<file path="config.mk">
export PLATFORM = sky130hd
export DESIGN_NAME = reg_dump
export DESIGN_NICKNAME = d
export VERILOG_FILES = /design/src/rtl/reg_dump.sv
export SDC_FILE = /design/constraint.sdc
export NUM_CORES = 1
export LEC_CHECK = 0
export ABC_AREA = 1
export ABC_CLOCK_PERIOD_IN_PS = 2400
export BUFFER_PORTS_ARGS = -buffer_cell sky130_fd_sc_hd__buf_2
export CORE_ASPECT_RATIO = 0.5
export CORE_MARGIN = 2
export CORE_UTILIZATION = 30
export CTS_CLUSTER_SIZE = 30
export DETAILED_ROUTE_END_ITERATION = 8
export SLEW_MARGIN = 20
export SYNTH_ARGS = -nofsm -noshare
export SYNTH_HDL_FRONTEND = slang
export SYNTH_SLANG_ARGS = --single-unit
</file>
<file path="constraint.sdc">
create_clock -name clk -period 2.4 [get_ports clk]
set_clock_uncertainty 0.1 [all_clocks]
set_input_delay 0.24 -clock clk [delete_from_list [all_inputs] [get_ports clk]]
set_output_delay 0.24 -clock clk [all_outputs]
set_load 0.01 [all_outputs]
</file>
<file path="src/rtl/reg_dump.sv">
// reg_dump: register-file readout engine.
// On a start pulse, walks register indices FIRST_REG..LAST_REG through a
// register-file read port and streams each value over a valid/ready handshake.
// Ports:
//   clk, rst (async, active-low)
//   start                      - dump request, sampled only while idle
//   rd_addr / rd_data          - register-file read port (data is combinational)
//   out_valid/out_ready        - beat handshake
//   out_data/out_idx/out_last  - beat payload
//   busy, stall_req            - dump in progress (pipeline freeze)
//   done                       - one-cycle pulse after the final beat
module reg_dump #(
    parameter int unsigned FIRST_REG = 0,
    parameter int unsigned LAST_REG  = 31
) (
    input  logic        clk,
    input  logic        rst,
    input  logic        start,
    output logic [4:0]  rd_addr,
    input  logic [31:0] rd_data,
    output logic        out_valid,
    input  logic        out_ready,
    output logic [31:0] out_data,
    output logic [4:0]  out_idx,
    output logic        out_last,
    output logic        busy,
    output logic        stall_req,
    output logic        done
);
    localparam int unsigned IDX_W  = 5;
    localparam int unsigned DATA_W = 32;
    localparam logic [IDX_W-1:0] FIRST_IDX = IDX_W'(FIRST_REG);
    localparam logic [IDX_W-1:0] LAST_IDX  = IDX_W'(LAST_REG);

    typedef enum logic [1:0] {
        S_IDLE,
        S_LOAD,
        S_SEND,
        S_DONE
    } state_t;

    state_t              state, state_d;
    logic [IDX_W-1:0]    idx, idx_d;
    logic [IDX_W-1:0]    rd_addr_d;
    logic                out_valid_d;
    logic [DATA_W-1:0]   out_data_d;
    logic [IDX_W-1:0]    out_idx_d;
    logic                out_last_d;
    logic                busy_d;
    logic                done_d;

    // Next-state and next-output logic
    always_comb begin
        state_d     = state;
        idx_d       = idx;
        rd_addr_d   = rd_addr;
        out_valid_d = out_valid;
        out_data_d  = out_data;
        out_idx_d   = out_idx;
        out_last_d  = out_last;

        unique case (state)
            S_IDLE: begin
                if (start) begin
                    state_d   = S_LOAD;
                    idx_d     = FIRST_IDX;
                    rd_addr_d = FIRST_IDX;
                end
            end
            S_LOAD: begin
                // Single capture point; later register writes cannot alter this beat
                out_data_d  = rd_data;
                out_idx_d   = idx;
                out_last_d  = (idx == LAST_IDX);
                out_valid_d = 1'b1;
                state_d     = S_SEND;
            end
            S_SEND: begin
                if (out_ready) begin
                    out_valid_d = 1'b0;
                    if (idx == LAST_IDX) begin
                        state_d = S_DONE;
                    end else begin
                        // rd_addr moves with idx so it is stable for the whole LOAD cycle
                        idx_d     = idx + IDX_W'(1);
                        rd_addr_d = idx + IDX_W'(1);
                        state_d   = S_LOAD;
                    end
                end
            end
            S_DONE: begin
                state_d = S_IDLE;
            end
            default: begin
                state_d = S_IDLE;
            end
        endcase

        // Status flags are registered from the next state so they align with it
        busy_d = (state_d != S_IDLE);
        done_d = (state_d == S_DONE);
    end

    // State and output registers
    always_ff @(posedge clk or negedge rst) begin
        if (!rst) begin
            state     <= S_IDLE;
            idx       <= FIRST_IDX;
            rd_addr   <= FIRST_IDX;
            out_valid <= 1'b0;
            out_data  <= '0;
            out_idx   <= '0;
            out_last  <= 1'b0;
            busy      <= 1'b0;
            stall_req <= 1'b0;
            done      <= 1'b0;
        end else begin
            state     <= state_d;
            idx       <= idx_d;
            rd_addr   <= rd_addr_d;
            out_valid <= out_valid_d;
            out_data  <= out_data_d;
            out_idx   <= out_idx_d;
            out_last  <= out_last_d;
            busy      <= busy_d;
            stall_req <= busy_d;
            done      <= done_d;
        end
    end

endmodule

</file>
==> Yosys cells after proc, flatten, opt, wreduce, memory -nomap -nowiden <==
Index checks and enable logic that the tools add are counted.
{ "op_classes": {"mul": 0, "order_cmp": 0, "n_eq_ne": 8, "n_addsub": 1, "shifts": 0, "muxes": 10, "n_reduce_logical": 6, "n_bitwise": 0, "div_mod_pow": 0} }
{ "ops": {"columns": ["cell", "count"], "rows": [
  ["two-way mux 5 bit", 3],
  ["case mux 5 bit (2 select lines)", 1],
  ["case mux 2 bit (4 select lines)", 1],
  ["== test 2 bit, second input constant", 3],
  ["two-way mux 2 bit", 3],
  ["inequality test 2 bit, second input constant", 3],
  ["nonzero test 2 bit", 3],
  ["adder 5 x 1 -> 5 bit, second input constant", 1],
  ["== test 5 bit, second input constant", 1],
  ["AND reduction 4 bit", 1],
  ["== test 2 x 1 -> 1 bit, second input constant", 1],
  ["logical NOT 2 bit", 1],
  ["case mux 1 bit (2 select lines)", 1],
  ["AND reduction 2 bit", 1],
  ["two-way mux 1 bit", 1]
]} }
{ "word_totals": {"latch_bits": 0, "ramBits": 0, "memories": 0, "reg_bits": 48, "input_bits": 36, "romBits": 0, "out_inout_bits": 47} }

==> Longest topological paths before layout <==
Gate-level depths: netlist of run 1.
{ "depth": {"word_depth": 5, "mapped_depth": 10, "ltp_nobuf": 10} }

==> Least setup slack after synthesis of run 1 <==
No wires, ideal clock.
{ "synth_path": {"kind": "flip-flop to flip-flop", "from": "register idx[0]", "to": "register idx[0]", "required_time_ns": 2.167, "setup_ns": 0.133, "arrival_ns": 1.437, "stages_incl_launch_ff": 11, "n_path_buf": 0, "setup_slack_ns": 0.730, "path_cell_list": "dfrtp_1 ha_1 nand2_1 nor2_1 ha_1 inv_1 nand2_1 nor2_1 nor2_1 nand2_1 o21ai_0"} }
{ "synth_via": {"elab_chain_len": 4, "elab_cells_between_ends": 7, "classes_between": "1 x add/sub; 2 x eq/ne; 3 x mux; 1 x reduce/logical"} }
{ "synth_rtl": {"columns": ["item", "line", "rtl"], "rows": [
  ["start, declared", "43", "logic [IDX_W-1:0] idx, idx_d;"],
  ["start signal, assigned", "119", "idx <= idx_d;"],
  ["adder 5 x 1 -> 5 bit", "85", "idx_d = idx + IDX_W'(1);"],
  ["two-way mux 5 bit", "81", "if (idx == LAST_IDX) begin"],
  ["two-way mux 5 bit", "79", "if (out_ready) begin"],
  ["case mux 5 bit (2 select lines)", "62", "unique case (state)"]
]} }
Several ways; a longest one is shown, not always the timed one. The select of a mux whose other input is x is not followed.
A chain may end at the register's enable or synchronous reset.

==> Final worst setup path of run 1 <==
Same ends and word-level chain as after synthesis.

==> results of run 1 <==
==> Yosys cell counts <==
cell type	n	area (sq um)
nor2_1	6	22.5
inv_1	10	37.5
o21ai_2	5	43.8
nand4_1	2	12.5
ha_1	2	25.0
inv_2	1	3.75
a21oi_1	1	5.00
buf_4	4	30.0
inv_4	1	6.26
buf_6	4	45.0
dfrtp_1	48	1200
nor3_1	1	5.00
o21ai_0	4	20.0
o21ai_1	1	5.00
nor2_4	1	11.3
nand2_1	120	450
nand3_1	4	20.0
==> critical path, delay by kind of cell, from the launching register on <==
kind	cells	cell delay (ps)
and+or+nand+nor	6	550
DFF	1	450
adders and majority gates	2	420
buffers and inverters	1	110
AOI/OAI and AO/OA	1	80
==> flip-flops by register name, indices dropped and copies added (netlist names) <==
signal	count
out_data	32
state	2
idx	5
out_last	1
done	1
out_idx	5
out_valid	1
stall_req	1
==> power by group through the flow <==
stage / Clock (mW) / Sequential [mW] / Combinational [mW]
final: 0.693 / 1.33 / 1.22
after global routing: 0.747 / 1.37 / 1.41
after CTS: 0.714 / 1.33 / 1.26
after detailed placement: 0 / 1.34 / 1.26
after global placement: 0 / 1.33 / 1.22
after floorplan: 0 / 1.48 / 0.673
==> cell type report <==
class                           count  area share [%]
Tap cell                           88            4.30
Multi-Input combinational cell    147            24.2
Timing Repair Buffer               85            17.0
Inverter                           12            1.86
Sequential cell                    48            46.9
Clock buffer                        8            5.72
==> routing by layer <==
| metal | share of wire, % | track usage (%) |
|---|---|---|
| met1 | 43 | 13.9 |
| met2 | 52 | 23.3 |
| met3 | 3.7 | 4.04 |
| met4 | 1.1 | 5.16 |
| met5 | 0 | 0 |
==> cell usage in the layout (no fill, tap or decap), types with 2 or more instances in the layout <==
master / instances
dfrtp_1: 48
clkbuf_1: 2
clkbuf_16: 5
nand4_1: 2
ha_1: 2
buf_4: 2
nor2_1: 6
o21ai_0: 4
o21ai_2: 5
buf_2: 82
inv_1: 10
nand2_1: 120
nand3_1: 4
==> logic make-up (layout without fill, tap and decap cells) <==
logic type                 Yosys count  count (layout)  share of synthesized area [%]
and+or+nand+nor                    134             134                           26.8
DFF                                 48              48                           61.8
buffers and inverters               20             105                           6.31
AOI/OAI and AO/OA                   11              11                           3.80
adders and majority gates            2               2                           1.29
==> stage by stage <==
step	hold WS, ps	utilization [%]	worst slack, ps
3_3_place_gp	159	39.1	711
5_1_grt	53.5	41.6	443
4_1_cts	48.0	41.6	600
3_5_place_dp	162	39.1	611
6_report	52.8	41.6	587
2_1_floorplan	-156	-	730
==> timing repair <==
action,4_1_cts,5_1_grt
hold buffers,1,0
setup buffers,0,0
setup endpoints to repair,0,0
hold endpoints to repair,24,0
==> final timing paths <==
kind                                         start                       to  slack, ps  cells past startpoint
max                             idx[0]$_DFFE_PN0P_       idx[0]$_DFFE_PN0P_        590                     10
min                                     rd_data[1]  out_data[1]$_DFFE_PN0P_         50                      3
max reg2reg                     idx[0]$_DFFE_PN0P_       idx[0]$_DFFE_PN0P_        590                     10
min reg2reg                out_data[4]$_DFFE_PN0P_  out_data[4]$_DFFE_PN0P_        360                      2
max in group asynchronous                      rst  out_data[2]$_DFFE_PN0P_       1100                      3
min in group asynchronous                      rst       idx[4]$_DFFE_PN0P_        390                      2
==> summary.md, run 1 <==
| Metric | Value |
|---|---|
| Status | completed |
| Final Total Pwr | 3.24 mW |
| Dpl cell area | 2400 sq um |
| Flop pwr share | 40.9% |
| Slew headroom | between 60% and 70% |
| Multi-input logic area | 621 sq um |
| Max-cap violations | 0 |
| Period utilization | 75.5% |
| Area Growth Syn to Fin | 31.7% |
| Dpl hpwl | 3350 um |
| CTS tree | yes |
| PortBufs | 82 |
| Hold Path Class | in -> reg |
| Vias in the first global route | 1,489 |
| Post-cts resize count | 0 |
| CP max FO | 7 |
| Internal power | approximately 2.0 mW |
| Unrepaired setup endpoints after global routing | no |
| GPL Wtd Cong | 0.840 |
| # fillers | 644 |
| Total GRT Usage | 12.5% |
| Placed Cells | 379 |
| Max IR drop VDD | ~0.33 mV |
| Initial DRC count | 57 |
| Leakage | between 1 and 1.5 nW |
| Core footprint | just over 6000 sq um |
| CP Capture Type | flip-flop |
| Sw Pwr | 1.24 mW |
| CTS root buf | clkbuf_16 |
| Via count | 1,616 |
| # H-tree levels | 2 |
| Design area | approximately 2600 sq um |
| Die Y | 60.9 um |
| GRT Residual Overflow | 0 |
| Post-DR vias/cell | 4.16 |
| Final TNS setup | 0 ps |
| Die width | 118 um |
| DRC violations left | 0 |
| Clk Latency, worst-skew pair | 280 ps |
| Crit path time final | about 1800 ps |
| Yosys cell types | 17 |
| Final std cells w/o fill | between 300 and 400 |
| CTS Buf Count | 5 |
| Yosys reg bits | 48 |
| Final Slew Violations | 0 |
| Initial antenna violation count | 0 |
| Crit-path max cell delay | 450 ps |
| Syn nets | about 250 |
| Initial core utilization | 31.6% |
| Combinational power share | approximately 38% |
| Drt total wl | 4470 um |
| CP Data Arrival Time | 1870 ps |
| Drt pass-1 iters | 4 |
| Max Root-Sink Buffers | 2 |
| Synth Area per Inst | 9.04 sq um |
| Net Sw Frac | 38.1% |
| WL per Instance | 11.5 um |
| Critical path required time | 2460 ps |
| Nets | 337 |
| Measured slew at the worst slew-check pin | 535 ps |
| Final setup fails | 0 |
| Seq/Total Area, Yosys | 61.8% |
| Ant diodes | 0 |
| Layout cells sized above 1 | 32.7% |
| FMAX | about 550 MHz |
| Remaining antenna violation count | 0 |
| Clock Power Share | 21.4% |
| Largest net degree at the start of global routing | 45 |
| Cell Pwr Density | 1260 nW/um^2 |
| Global-route wire length before repair | 6860 um |
| Clock-pin slew on the worst setup and hold paths | 60 ps |
| Setup CP Type | reg -> reg |
| Die area | roughly 7200 sq um |
| Yosys warns | 0 |
| CP Cell Sequence | ha_1 > nand2_1 > nor2_1 > ha_1 > inv_1 > nand2_1 > nor2_1 > nor2_1 > nand2_1 > o21ai_0 |
| CTS Sinks | 48 |
| Final hold vios | 0 |
| IO Pins | 83 |
| Post-Syn Area | around 2000 sq um |
| Mapped Cells | 215 |
| Worst path slowest cell | dfrtp_1 |
| Reg area | 1200 sq um |
| Core Rows | 20 |
| Startpoint Class | flip-flop |
No activity file was read; power rests on OpenSTA's default activity.
==> run 2: changes to the inputs <==
--- a/config.mk
+++ b/config.mk
@@ -5,8 +5,8 @@
 export SDC_FILE = /design/constraint.sdc
 export NUM_CORES = 1
 export LEC_CHECK = 0
-export ABC_AREA = 1
-export ABC_CLOCK_PERIOD_IN_PS = 2400
+export ABC_AREA = 0
+export ABC_CLOCK_PERIOD_IN_PS = 1700
 export BUFFER_PORTS_ARGS = -buffer_cell sky130_fd_sc_hd__buf_2
 export CORE_ASPECT_RATIO = 0.5
 export CORE_MARGIN = 2
==> constraint.sdc (replaced) <==
create_clock -name clk -period 1.7 [get_ports clk]
set_clock_uncertainty 0.1 [all_clocks]
set_input_delay 0.17 -clock clk [delete_from_list [all_inputs] [get_ports clk]]
set_output_delay 0.17 -clock clk [all_outputs]
set_load 0.01 [all_outputs]
==> summary.md, run 2 <==
| Metric | Value |
|---|---|
| FFs w/ async S/R, synth | 100% |
| Status | finished, violations left |
| Die area | 7310 sq um |
| Die Y | approximately 61 um |
| Total GRT Usage | 11.6% |
| Via count | 1,367 |
| Net Sw Frac | between 30% and 40% |
| Yosys reg bits | 48 |
| IO Pins | between 80 and 90 |
| Initial DRC count | 22 |
| Hold path startpoint | rd_data[12] |
| Final Slew Violations | 0 |
| GRT Residual Overflow | 0 |
| Minimum hold slack | between 10 and 15 ps |
| Global-route wire length before repair | 6420 um |
| Most common cell in the netlist | dfrtp_1 |
| Layout cells sized above 1 | between 60% and 70% |
| Clock Power Share | between 20% and 30% |
| Drt pass-1 iters | 3 |
| CTS Sinks | 48 |
| Predominant post-synthesis flop cell | dfrtp_1 |
| CTS Buf Count | 5 |
| Yosys cell types | 26 |
| Most common cell after layout, fill and taps aside | buf_2 |
| DRC violations left | 0 |
| Syn nets | between 150 and 200 |
| Setup CP Type | reg -> reg |
| Internal power | 3.52 mW |
| GRT busiest layer | met2 |
| Placement Setup Slack | -68.3 ps |
| FMAX | between 500 and 600 MHz |
| Period utilization | 106% |
| Sw Pwr | 1.61 mW |
| Biggest register | out_data |
| Synth Area per Inst | around 16 sq um |
| Max-cap violations | 0 |
| Max IR drop VDD | 0.557 mV |
| Combinational power share | 41.6% |
| Final TNS setup | -272 ps |
| # H-tree levels | 2 |
| Placed Cells | 303 |
| Synth top area share | 60.6% |
| Leakage | 1.39 nW |
| Clk Latency, worst-skew pair | 280 ps |
| Post-synth top cells | 48 x dfrtp_1, 31 x mux2_2, 9 x mux2_4, 6 x a22o_1, 4 x a21oi_1 |
| Vias in the first global route | 1,359 |
| Biggest regs | out_data (32), idx (5), out_idx (5) |
| CP max FO | 6 |
| Ant diodes | 0 |
| Synth area leader | dfrtp_1 |
| Mapped Cells | 127 |
| CP Data Arrival Time | 1920 ps |
| CTS root buf | clkbuf_16 |
| PortBufs | 82 |
| Most frequent cells in the layout | 82 x buf_2, 46 x dfrtp_1, 30 x mux2_2 |
| Final hold vios | 0 |
| Yosys warns | 0 |
| Hold path cells | 2 |
| Area Growth Syn to Fin | 40.9% |
| WL per Instance | 13.2 um |
| GPL Wtd Cong | 0.758 |
| Setup ws final | -95.5 ps |
| Critical path required time | roughly 1800 ps |
| Reg2Reg Depth | 6 |
| Met3 Usage GRT | around 3.5% |
| Final std cells w/o fill | 313 |
| Seq/Total Area, Yosys | between 60% and 70% |
| Nets | 262 |
| Largest register FFs | 32 |
| Clock-pin slew on the worst setup and hold paths | 60 ps |
| Worst r2r src | idx[1]$_DFFE_PN0P_ |
| Crit path time final | 1800 ps |
| Dpl hpwl | 3080 um |
| Post-DR vias/cell | roughly 4.4 |
| CTS tree | yes |
| Measured slew at the worst slew-check pin | 490 ps |
| Met2 global-route usage | 19.6% |
| R2r setup slk | -100 ps |
| CP Capture Type | flip-flop |
| Core Rows | 20 |
| Final setup fails | 5 |
| Synth area leaders | dfrtp_1 61%, mux2_2 18%, mux2_4 6.8% |
| Core footprint | 6230 sq um |
| Hold Path Class | in -> reg |
| Max Root-Sink Buffers | 2 |
| Post-synth EDFFs | 0 |
| Slew headroom | 67.3% |
| Drt total wl | 4120 um |
| Initial core utilization | 31.8% |
| Reg-to-reg endpoint | idx[3]$_DFFE_PN0P_ |
| Final Total Pwr | 5.13 mW |
| Failing checks | negative setup slack |
| Die width | 119 um |
| Unrepaired setup endpoints after global routing | yes |
| Post-Syn Area | 1980 sq um |
| Startpoint Class | flip-flop |
| Cell Pwr Density | approximately 1800 nW/um^2 |
| Initial antenna violation count | 0 |
| Hold Path End | out_data[12]$_DFFE_PN0P_ |
| Largest net degree at the start of global routing | 23 |
| Met1 Usage GRT | 13.9% |
| Flop pwr share | 37.0% |
| Remaining antenna violation count | 0 |
[run 2: worst max-delay path by stage]
stage,startpoint,to,slack (ps)
after global placement,idx[1]$_DFFE_PN0P_,idx[3]$_DFFE_PN0P_,-60
after floorplan,idx[1]$_DFFE_PN0P_,idx[3]$_DFFE_PN0P_,-90
after global routing,idx[1]$_DFFE_PN0P_,idx[3]$_DFFE_PN0P_,-130
after detailed placement,idx[1]$_DFFE_PN0P_,idx[3]$_DFFE_PN0P_,-70
final,idx[1]$_DFFE_PN0P_,idx[3]$_DFFE_PN0P_,-100
after CTS,idx[0]$_DFFE_PN0P_,idx[3]$_DFFE_PN0P_,-80
[run 2: area by class of cell]
type,count,area [sq um]
inverters,1,3.75
well taps,88,110
flip-flops and latches,48,1200
clock inverters,3,42.5
multi-input cells,71,757
repair buffers,97,551
clock buffers,5,125
fillers,570,3440
[run 2: metrics by stage]
step           instance area, sq um  util, %
2_1_floorplan                  2000        -
3_3_place_gp                   2580     41.4
3_5_place_dp                   2580     41.4
4_1_cts                        2790     44.7
5_1_grt                        2790     44.8
6_report                       2790     44.8
[run 2: power groups by stage]
stage	logic, mW	clock network, mW	registers (mW)
floorplan	1.11	0	2.16
global placement	2.11	0	1.89
detailed placement	2.15	0	1.91
CTS	2.17	1.15	1.91
global route	2.33	1.20	1.97
finish	2.14	1.10	1.90
[run 2: cells by family after synthesis]
logic type	count (synthesis)	share of synthesized area (%)
AND/OR/NAND/NOR	16	5.43
buffers and inverters	8	3.47
AO/OA/AOI/OAI	13	4.80
flip-flops	48	60.6
adder cells (fa/ha/maj)	2	1.26
multiplexers	40	24.4
[run 2: layer usage]
metal / wire [um] / up-vias
li1: - / 643
met1: 1780 / 686
met2: 2090 / 32
met3: 168 / 6
met4: 85 / 0
met5: 0 / -
[run 2: critical path: stages (launching register included)]
cell and delay (ps):
dfrtp_2 420, ha_4 160, and3_4 180, ha_4 160
nand2b_4 160, or4_1 470, nand3_1 80
[run 2: repair_timing]
action / CTS / global route
hold buffers: 1 / 0
pin swaps: 0 / 1
buffers inserted: 1 / 0
endpoints found under the setup margin: 5 / 5
resized for setup: 3 / 1
gates cloned: 0 / 0
endpoints found under the hold margin: 18 / 0
==> run 3: changes to the inputs <==
--- a/config.mk
+++ b/config.mk
@@ -13,6 +13,7 @@
 export CORE_UTILIZATION = 30
 export CTS_CLUSTER_SIZE = 30
 export DETAILED_ROUTE_END_ITERATION = 8
+export RECOVER_POWER = 25
 export SLEW_MARGIN = 20
 export SYNTH_ARGS = -nofsm -noshare
 export SYNTH_HDL_FRONTEND = slang
==> summary.md, run 3 (same netlist as run 2, synthesis figures left out) <==
| Metric | Value |
|---|---|
| Status | finished, violations left |
| Failing checks | negative setup slack |
| Die width | 119 um |
| Ant diodes | 0 |
| Total GRT Usage | 11.6% |
| # H-tree levels | 2 |
| Drt total wl | 4120 um |
| Slew headroom | 63.9% |
| Drt pass-1 iters | 3 |
| Setup ws final | -95.5 ps |
| Flop pwr share | 37.1% |
| Multi-input logic area | 757 sq um |
| Final Slew Violations | 0 |
| Max IR drop VDD | 0.557 mV |
| Critical path required time | 1820 ps |
| Max Root-Sink Buffers | 2 |
| Reg-to-reg endpoint | idx[3]$_DFFE_PN0P_ |
| Internal power | 3.51 mW |
| Global-route wire length before repair | roughly 6400 um |
| Remaining antenna violation count | 0 |
| Measured slew at the worst slew-check pin | 542 ps |
| GPL Wtd Cong | 0.758 |
| CTS tree | yes |
| Setup CP Type | reg -> reg |
| Clock-pin slew on the worst setup and hold paths | 60 ps |
| Hold path cells | 2 |
| Post-DR vias/cell | 4.38 |
| Most frequent cells in the layout | 76 x buf_2, 46 x dfrtp_1, 30 x mux2_2 |
| CTS Sinks | 48 |
| Largest net degree at the start of global routing | 23 |
| CTS Buf Count | 5 |
| Dpl hpwl | 3080 um |
| Period utilization | 106% |
| Layout cells sized above 1 | 64.4% |
| Biggest register | out_data |
| GRT Residual Overflow | 0 |
| Final hold vios | 0 |
| CP Capture Type | flip-flop |
| Max-cap violations | 0 |
| Vias in the first global route | 1,359 |
| Sw Pwr | 1.61 mW |
| Leakage | 1.37 nW |
| Initial antenna violation count | 0 |
| CP max FO | 6 |
| Hold Path Class | in -> reg |
| CP Data Arrival Time | 1920 ps |
| R2r setup slk | -100 ps |
| Crit path time final | 1800 ps |
| Combinational power share | 41.5% |
| WL per Instance | 13.2 um |
| Unrepaired setup endpoints after global routing | yes |
| Nets | 262 |
| Initial DRC count | 22 |
| Core Rows | 20 |
| Reg area | 1200 sq um |
| Core footprint | 6230 sq um |
| FMAX | 557 MHz |
| Hold Path End | out_data[12]$_DFFE_PN0P_ |
| Cell Pwr Density | 1840 nW/um^2 |
| CTS root buf | clkbuf_16 |
| Die area | 7310 sq um |
| Clock Power Share | a little over a fifth |
| Hold path startpoint | rd_data[12] |
| Reg2Reg Depth | 6 |
| Net Sw Frac | 31.5% |
| Largest register FFs | 32 |
| IO Pins | just over 80 |
| Final setup fails | 5 |
| Worst r2r src | idx[1]$_DFFE_PN0P_ |
| PortBufs | 82 |
| Startpoint Class | flip-flop |
| Most common cell after layout, fill and taps aside | buf_2 |
| Via count | 1,370 |
| Area Growth Syn to Fin | 40.2% |
| # fillers | ~570 |
| Die Y | 61.5 um |
| Clk Latency, worst-skew pair | 280 ps |
| DRC violations left | 0 |
| Biggest regs | out_data (32), idx (5), out_idx (5) |
| Minimum hold slack | 14.6 ps |
| Core Util, Final | ~45% |
| Initial core utilization | 31.8% |
## run 3: cell types whose count changed in the layout (fill, tap and decap cells not counted), sizes merged
| cell | delta |
|---|---|
| clkbuf | +8 |
| buf | -8 |
## run 3: repair_timing
action	4_1_cts	5_1_grt
hold buffers	1	0
endpoints found under the hold margin	18	0
resized for setup	3	1
pin swaps	0	1
endpoints found under the setup margin	5	5
cloned	0	0
setup buffers	1	0
## run 3: power groups by stage
stage          logic [mW]  clock network [mW]  registers [mW]
4_1_cts              2.17                1.15            1.91
5_1_grt              2.32                1.20            1.97
3_3_place_gp         2.11                   0            1.89
3_5_place_dp         2.15                   0            1.91
6_report             2.12                1.10            1.90
2_1_floorplan        1.11                   0            2.16
## run 3: metrics by stage
stage / setup WS, ps / instance area [sq um] / total power, mW / setup TNS [ps] / std cells
after detailed placement: -68.3 / 2580 / 4.06 / -235 / 303
after CTS: -84.2 / 2790 / 5.23 / -296 / 313
after global placement: -57.9 / 2580 / 4.00 / -69.6 / 303
after global routing: -131 / 2780 / 5.49 / -586 / 313
after floorplan: -92.3 / 2000 / 3.27 / -194 / 127
final: -95.5 / 2780 / 5.12 / -272 / 313
## run 3: layout make-up
class | instances | area share, %
clock inverter | 3 | 1.53
tap | 88 | 3.96
clock buffer | 5 | 4.50
sequential | 48 | 43.3
inverter | 1 | 0.135
multi-input combinational | 71 | 27.2
timing repair buffer | 97 | 19.3
## run 3: worst max path at each step
stage / startpoint / endpoint / slack (ps)
after global placement: idx[1]$_DFFE_PN0P_ / idx[3]$_DFFE_PN0P_ / -60
after detailed placement: idx[1]$_DFFE_PN0P_ / idx[3]$_DFFE_PN0P_ / -70
after CTS: idx[0]$_DFFE_PN0P_ / idx[3]$_DFFE_PN0P_ / -80
final: idx[1]$_DFFE_PN0P_ / idx[3]$_DFFE_PN0P_ / -100
after floorplan: idx[1]$_DFFE_PN0P_ / idx[3]$_DFFE_PN0P_ / -90
after global routing: idx[1]$_DFFE_PN0P_ / idx[3]$_DFFE_PN0P_ / -130
## run 3: critical path, stage by stage (launching register included)
cell and delay (ps):
dfrtp_2 420, ha_4 160, and3_4 180, ha_4 160, nand2b_4 160, or4_1 470, nand3_1 80
## run 3: layer usage
metal / GRT usage, % / vias to the layer above / routed length (um)
li1: - / 644 / -
met2: 19.6 / 32 / 2090
met1: 13.9 / 688 / 1770
met5: 0 / - / 0
met3: 3.52 / 6 / 171
met4: 6.29 / 0 / 85
